[config.mk]
export PLATFORM = sky130hd
export DESIGN_NAME = input_conditioner
export DESIGN_NICKNAME = d
export VERILOG_FILES = /design/src/rtl/input_conditioner.sv
export SDC_FILE = /design/constraint.sdc
export NUM_CORES = 1
export LEC_CHECK = 0
export ABC_AREA = 1
export CAP_MARGIN = 20
export CELL_PAD_IN_SITES_DETAIL_PLACEMENT = 1
export CELL_PAD_IN_SITES_GLOBAL_PLACEMENT = 2
export CORE_MARGIN = 5
export CORE_UTILIZATION = 38
export CTS_CLUSTER_DIAMETER = 50
export CTS_CLUSTER_SIZE = 40
export DETAILED_ROUTE_END_ITERATION = 16
export PLACE_DENSITY = 0.78
export SETUP_SLACK_MARGIN = 0.02
export SLEW_MARGIN = 25
export SYNTH_ARGS = -nofsm -noshare
export SYNTH_HDL_FRONTEND = slang
export SYNTH_SLANG_ARGS = --single-unit
export TNS_END_PERCENT = 30
[constraint.sdc]
create_clock -name clk -period 1.9 [get_ports clk]
set_clock_uncertainty 0.15 [all_clocks]
set_input_delay 0.19 -clock clk [delete_from_list [all_inputs] [get_ports clk]]
set_output_delay 0.19 -clock clk [all_outputs]
set_load 0.02 [all_outputs]
[src/rtl/input_conditioner.sv]
// Input conditioner for four raw push-button/coin pins. Each channel is synchronized and
// debounced, then a fixed-priority arbiter emits at most one single-cycle press pulse per clock.
module input_conditioner #(
    parameter  int DEBOUNCE_CYCLES = 1_000_000,
    localparam int CNT_W           = $clog2(DEBOUNCE_CYCLES)
) (
    input  logic       clk,
    input  logic       reset_n,
    input  logic       coin_10_raw,
    input  logic       coin_25_raw,
    input  logic       next_raw,
    input  logic       select_raw,
    output logic       coin_10_pulse,
    output logic       coin_25_pulse,
    output logic       next_pulse,
    output logic       select_pulse,
    output logic [3:0] level,
    output logic       busy
);

    localparam logic [CNT_W-1:0] CNT_MAX = CNT_W'(DEBOUNCE_CYCLES - 1);

    // Channel index: 0 = coin_10, 1 = coin_25, 2 = next, 3 = select.
    logic [3:0]             raw_s;
    logic [3:0]             sync1_q;
    logic [3:0]             sync2_q;
    logic [3:0][CNT_W-1:0]  cnt_q;
    logic [3:0][CNT_W-1:0]  cnt_d;
    logic [3:0]             stable_q;
    logic [3:0]             stable_d;
    logic [3:0]             press_s;
    logic [3:0]             pending_q;
    logic [3:0]             pending_d;
    logic [3:0]             grant_s;
    logic [3:0]             pulse_q;
    logic [3:0]             pulse_d;

    assign raw_s = {select_raw, next_raw, coin_25_raw, coin_10_raw};

    // Debounce: the stable level flips only after DEBOUNCE_CYCLES consecutive disagreements.
    always_comb begin
        cnt_d    = cnt_q;
        stable_d = stable_q;
        for (int i = 0; i < 4; i++) begin
            if (sync2_q[i] == stable_q[i]) begin
                cnt_d[i] = '0;
            end else if (cnt_q[i] == CNT_MAX) begin
                stable_d[i] = sync2_q[i];
                cnt_d[i]    = '0;
            end else begin
                cnt_d[i] = cnt_q[i] + CNT_W'(1);
            end
        end
        press_s = stable_d & ~stable_q;
    end

    // Fixed-priority grant: coin_25 > coin_10 > select > next.
    always_comb begin
        grant_s = 4'b0000;
        if (pending_q[1]) begin
            grant_s = 4'b0010;
        end else if (pending_q[0]) begin
            grant_s = 4'b0001;
        end else if (pending_q[3]) begin
            grant_s = 4'b1000;
        end else if (pending_q[2]) begin
            grant_s = 4'b0100;
        end else begin
            grant_s = 4'b0000;
        end
        // A press landing on another channel's grant edge simply waits in pending.
        pending_d = (pending_q & ~grant_s) | press_s;
        pulse_d   = grant_s;
    end

    // State registers: synchronizers, debounce counters, levels, pending flags and pulses.
    always_ff @(posedge clk or negedge reset_n) begin
        if (!reset_n) begin
            sync1_q   <= 4'b0000;
            sync2_q   <= 4'b0000;
            cnt_q     <= '0;
            stable_q  <= 4'b0000;
            pending_q <= 4'b0000;
            pulse_q   <= 4'b0000;
        end else begin
            sync1_q   <= raw_s;
            sync2_q   <= sync1_q;
            cnt_q     <= cnt_d;
            stable_q  <= stable_d;
            pending_q <= pending_d;
            pulse_q   <= pulse_d;
        end
    end

    assign coin_10_pulse = pulse_q[0];
    assign coin_25_pulse = pulse_q[1];
    assign next_pulse    = pulse_q[2];
    assign select_pulse  = pulse_q[3];
    assign level         = stable_q;
    assign busy          = |pending_q;

endmodule

==> flow_summary.toml, run 1 <==
[cts]
post_cts_buffers = 0
clockBufferDepth = 2
cts-root-buf = "clkbuf_16"
cts_tree = "yes"
cts.sinks = 100
clk_pin_slew_ns = 0.07
cts_buffers = 9
htreeDepth = 3
insertion_delay_ns = 0.35

[timing]
rsz0062_at_grt = "false"
setup_viol = 0
tightest_slew_ns = 0.4218
period_share_pct = 93.75
hold_violations = 0
max_freq_mhz = 561.4
period_minus_slack_ns = 1.781
tns_ns = 0
slew_headroom_pct = 71.88
slew_viol_final = 0

[grt]
grt_pass1_wl_um = 21940
grt_usage_pct = 16.84
grt_pass1_vias = 4446
overflow = 0
grt_max_degree = 42
antenna_found_initial = 0

[die]
coreArea_mm2 = 0.01335
pin_count = 15
start_util_pct = 39.16
rows = 42
die_x_um = 127.3
dieArea_mm2 = 0.01620
die_y_um = 127.3

[placed_design]
dp_cells = 839
post_dp_cell_area_mm2 = 0.005655
place_congestion = 0.7912
port-buffer-count = 14
dp_hpwl_um = 9482

[critical_path]
cp-end-kind = "output pin"
path_buf_inv = 1
slowest_stage = "clkdlybuf4s50_1"
path_cells = "clkdlybuf4s50_1"
crit_type = "flop to output pin"
required_ns = 1.56
cp_max_fo = 4
critPathMaxStageDelay_ns = 0.65
cp.arrival_ns = 1.44
worst_setup_path_start_kind = "flop"
critical_path.top_delay_family = "buffers and inverters"

[power]
vdd_drop_max_mv = 0.5631
cellPowerDensity_mw_per_mm2 = 714.0
p_leak_nw = 2.545

[synth]
synth_warnings = 0
synth_top_area_share_pct = 47.87
ys_top_cells_by_area = "dfrtp_1 (48%), nor2_1 (11%), nand2_1 (8.3%)"
synthDistinctLibCells = 31
yosysSeqAreaShare_pct = 47.87
netlist_area_mm2 = 0.005228
synthFlopType = "dfrtp_1"
syn_avg_cell_area_um2 = 8.130
syn_inst = 643
ys_ff_latch = 100
synth-edff-count = 0
yosys.area.top_type = "dfrtp_1"
synth.net_count = 653
async_flop_share_pct = 100.0

[route]
viasPerCell = 4.870
ant_nets = 0
drc = 0
routedWlPerCell_um = 14.54
dr.pass1.iters = 4
drtIter0Drc = 128
vias = 4169
finalWirelength_um = 12450

[cells_and_area]
drive_gt1_share_pct = 11.47
area_delta_synth_final_pct = 14.31
finish.net_count = 685
design_area_mm2 = 0.005976
layout_commonest_cell = "nor2_1"
final_cell_mix = "nor2_1 (154), nand2_1 (115), dfrtp_1 (100)"
diodes = 0
final_cells = 856

[run]
cap_violations = 0

[hold_path]
min_path_type = "primary input to flop"

[status]
status = "finished clean"
-- registers in the layout (all words and copies together) (netlist names) --
signal,cells
cnt_q,80
level,4
pending_q,4
pulse_q,4
sync1_q,4
sync2_q,4
-- power breakdown --
group | internal (mW) | total (mW) | switching [mW]
clock network | 1.07 | 1.91 | 0.843
registers | 2.16 | 2.18 | 0.0245
logic | 0.0568 | 0.171 | 0.114
-- cells by family after synthesis --
group,count (synthesis),synth area share (%)
XOR/XNOR,43,7.492
buffers and inverters,65,4.667
AND/OR/NAND/NOR,394,35.33
AO/OA/AOI/OAI,37,3.686
adder cells (fa/ha/maj),4,0.9574
flip-flops,100,47.87
-- routing by layer --
metal | part of all wire [%] | GRT usage, %
met1 | 49 | 22.44
met5 | 0 | 0
met2 | 48 | 28.21
met4 | 1.1 | 3.849
met3 | 2.5 | 3.589
-- repair_timing --
item,in CTS,in global routing
gates resized for setup,1,0
endpoints found under the hold margin,32,0
hold buffers,1,0
setup endpoints to repair,1,0
-- through the flow --
| stage | worst slack (ns) | total power [mW] | util [%] | hold WS [ns] |
|---|---|---|---|---|
| after floorplan | 0.4461 | 2.299 | - | -0.2556 |
| after global placement | 0.1789 | 2.394 | 42.37 | 0.008050 |
| after detailed placement | 0.1674 | 2.400 | 42.37 | 0.004251 |
| after CTS | 0.08011 | 4.362 | 44.77 | 0.1029 |
| after global routing | 0.03377 | 4.484 | 44.77 | 0.09726 |
| final | 0.1187 | 4.266 | 44.77 | 0.1184 |
-- worst paths after layout --
path | start | to | slack [ns] | cells past startpoint
max | level[1] | level[1] | 0.12 | 1
min | coin_25_raw | sync1_q[1] | 0.12 | 1
max reg2reg | cnt_q[0] | cnt_q[12] | 0.15 | 7
min reg2reg | sync1_q[1] | sync2_q[1] | 0.20 | 0
max in group asynchronous | reset_n | cnt_q[66] | 0.87 | 3
min in group asynchronous | reset_n | cnt_q[16] | 0.17 | 2
-- synthesized netlist by cell type (3+ instances only) --
cell type,instances
nand3_2,3
nand4_1,13
nor2_1,154
nand2_1,115
nand3_4,3
inv_2,5
nor2_4,7
nand2_2,12
a21oi_1,17
nor2_2,13
dfrtp_1,100
nand3_1,52
o21ai_0,14
nand2_4,4
ha_1,4
nand3b_1,3
inv_1,60
xnor2_1,19
xor2_1,22
nor3_1,9
-- cell type report --
class	instances	area, um2
fillers	1632	7372
flip-flops and latches	100	2502
multi-input cells	478	2481
inverters	65	244.0
clock buffers	10	239.0
well taps	176	220.2
repair buffers	21	216.5
clock inverters	6	72.57
No activity file was read; power rests on OpenSTA's default activity.
==> run 2: changes to the inputs <==
- SETUP_SLACK_MARGIN: 0.02 -> unset
==> results of run 2 <==
The final DEF is identical to that of run 1; final timing and power are the same.
==> RTL change: new RTL, settings of run 2 <==
`pending_q` no longer has a reset.
--- a/src/rtl/input_conditioner.sv
+++ b/src/rtl/input_conditioner.sv
@@ -82,3 +82,2 @@
             stable_q  <= 4'b0000;
-            pending_q <= 4'b0000;
             pulse_q   <= 4'b0000;
@@ -89,5 +88,8 @@
             stable_q  <= stable_d;
-            pending_q <= pending_d;
             pulse_q   <= pulse_d;
         end
+    end
+
+    always_ff @(posedge clk) begin
+        pending_q <= pending_d;
     end
Check against the original RTL: no difference found for any inputs over 10 cycles, from zero or initial values and one cycle with reset_n low; that may be too few to reach the edited logic, so the function may still have changed.
==> RTL change against run 2 <==
Worst setup slack got worse by 28 ps; power increased by 1.2%; via count decreased by 0.29%; sequential share of layout area decreased by 0.14 points; first-iteration DRC count increased by 45%; wire length increased by 0.96%; final area decreased by 0.46%; synthesized area decreased by 0.38%; sequential cell count unchanged; critical endpoint unchanged; hold slack got worse by 1.7 ps.
==> RTL change: results (changes against run 2) <==
[run_status]
status = finished clean

[route]
drtIter0Drc = 186  ; +45%
drt_wl_total_um = 12600  ; +0.96%

[timing]
slew_headroom_pct = 70.1  ; -1.8 points

[synthesis]
ys_top_cells_by_area = dfrtp_1, nor2_1, nand2_1
postSynth.asyncResetShare_pct = 96.0  ; -4.0 points
seq_area_frac_synth_pct = 47.7  ; -0.20 points
yosysUniqueCellTypes = 32  ; +3.2%
synth_cells = 643  ; unchanged
synth_common_cells = nor2_1, nand2_1, dfrtp_1

[global_routing]
first_global_vias = 4456  ; +0.22%
grt_use_met1_pct = 22.8  ; +0.37 points
use_met3_pct = 4.01  ; +0.42 points
globalRouteMet2Util_pct = 28.0  ; -0.26 points
grt_max_degree = 35  ; -17%
grt_usage_pct = 16.9  ; +0.089 points

[power_and_ir_drop]
leakage_nw = 2.51  ; -1.3%
switching_share_pct = 23.2  ; +0.17 points
vdd_drop_max_uv = 554  ; -1.5%

[layout]
drive_above_1_share_pct = 11.2  ; -0.28 points
layoutNonFillerInstCount = 855  ; -0.12%
num-nets-final = 684  ; -0.15%

[placement]
dp.cells = 838  ; -0.12%
dp_hpwl_um = 9480  ; about the same
gp_congestion = 0.779  ; -1.6%

## RTL change: cells by family after synthesis
| family | after synthesis | share of synthesized area, % |
|---|---|---|
| DFF | 100 | 47.7 |
| adders and majority gates | 4 | 0.961 |
| xor gates and xnor gates | 43 | 7.52 |
| buffers and inverters | 65 | 4.69 |
| AOI/OAI and AO/OA | 37 | 3.70 |
| and+or+nand+nor | 394 | 35.5 |
## RTL change: worst paths after layout
path                                 start          to  slack, ps
worst max-delay path              level[1]    level[1]         90
max in group asynchronous          reset_n   cnt_q[76]        890
worst min register to register  sync1_q[2]  sync2_q[2]        210
worst max register to register    cnt_q[0]   cnt_q[12]        230
worst min-delay path              next_raw  sync1_q[2]        120
min in group asynchronous          reset_n   cnt_q[13]        180
## RTL change: per-stage QoR
step	worst slack (ps)	area [um2]
global placement	297	5630
floorplan	446	5210
detailed placement	264	5630
global route	32.8	5950
CTS	52.8	5950
finish	90.9	5950
## RTL change: layout make-up
cell class	count	area, um2
fill	1636	7400
sequential	100	2480
clock buffer	12	256
clock inverter	4	55.1
inverter	65	244
timing repair buffer	20	209
tap	176	220
multi-input combinational	478	2480
## RTL change: routing by layer
layer	wire length (um)	part of all wire, %	up-vias
met1	6120	49	2027
met4	108	0.86	0
met3	295	2.3	7
met2	6040	48	33
met5	0	0	-
li1	-	-	2090
## RTL change: what timing repair did
action	CTS	global route
hold buffers	1	0
gates resized for setup	1	0
endpoints found under the setup margin	1	0
hold endpoints to repair	28	0
## RTL change: power groups by stage
| stage | clock network (W) | registers [W] | logic, W |
|---|---|---|---|
| 3_5_place_dp | 0 | 0.00222 | 0.000173 |
| 4_1_cts | 0.00203 | 0.00218 | 0.000176 |
| 5_1_grt | 0.00214 | 0.00218 | 0.000194 |
| 6_report | 0.00197 | 0.00218 | 0.000167 |
| 3_3_place_gp | 0 | 0.00222 | 0.000171 |
| 2_1_floorplan | 0 | 0.00222 | 0.0000811 |
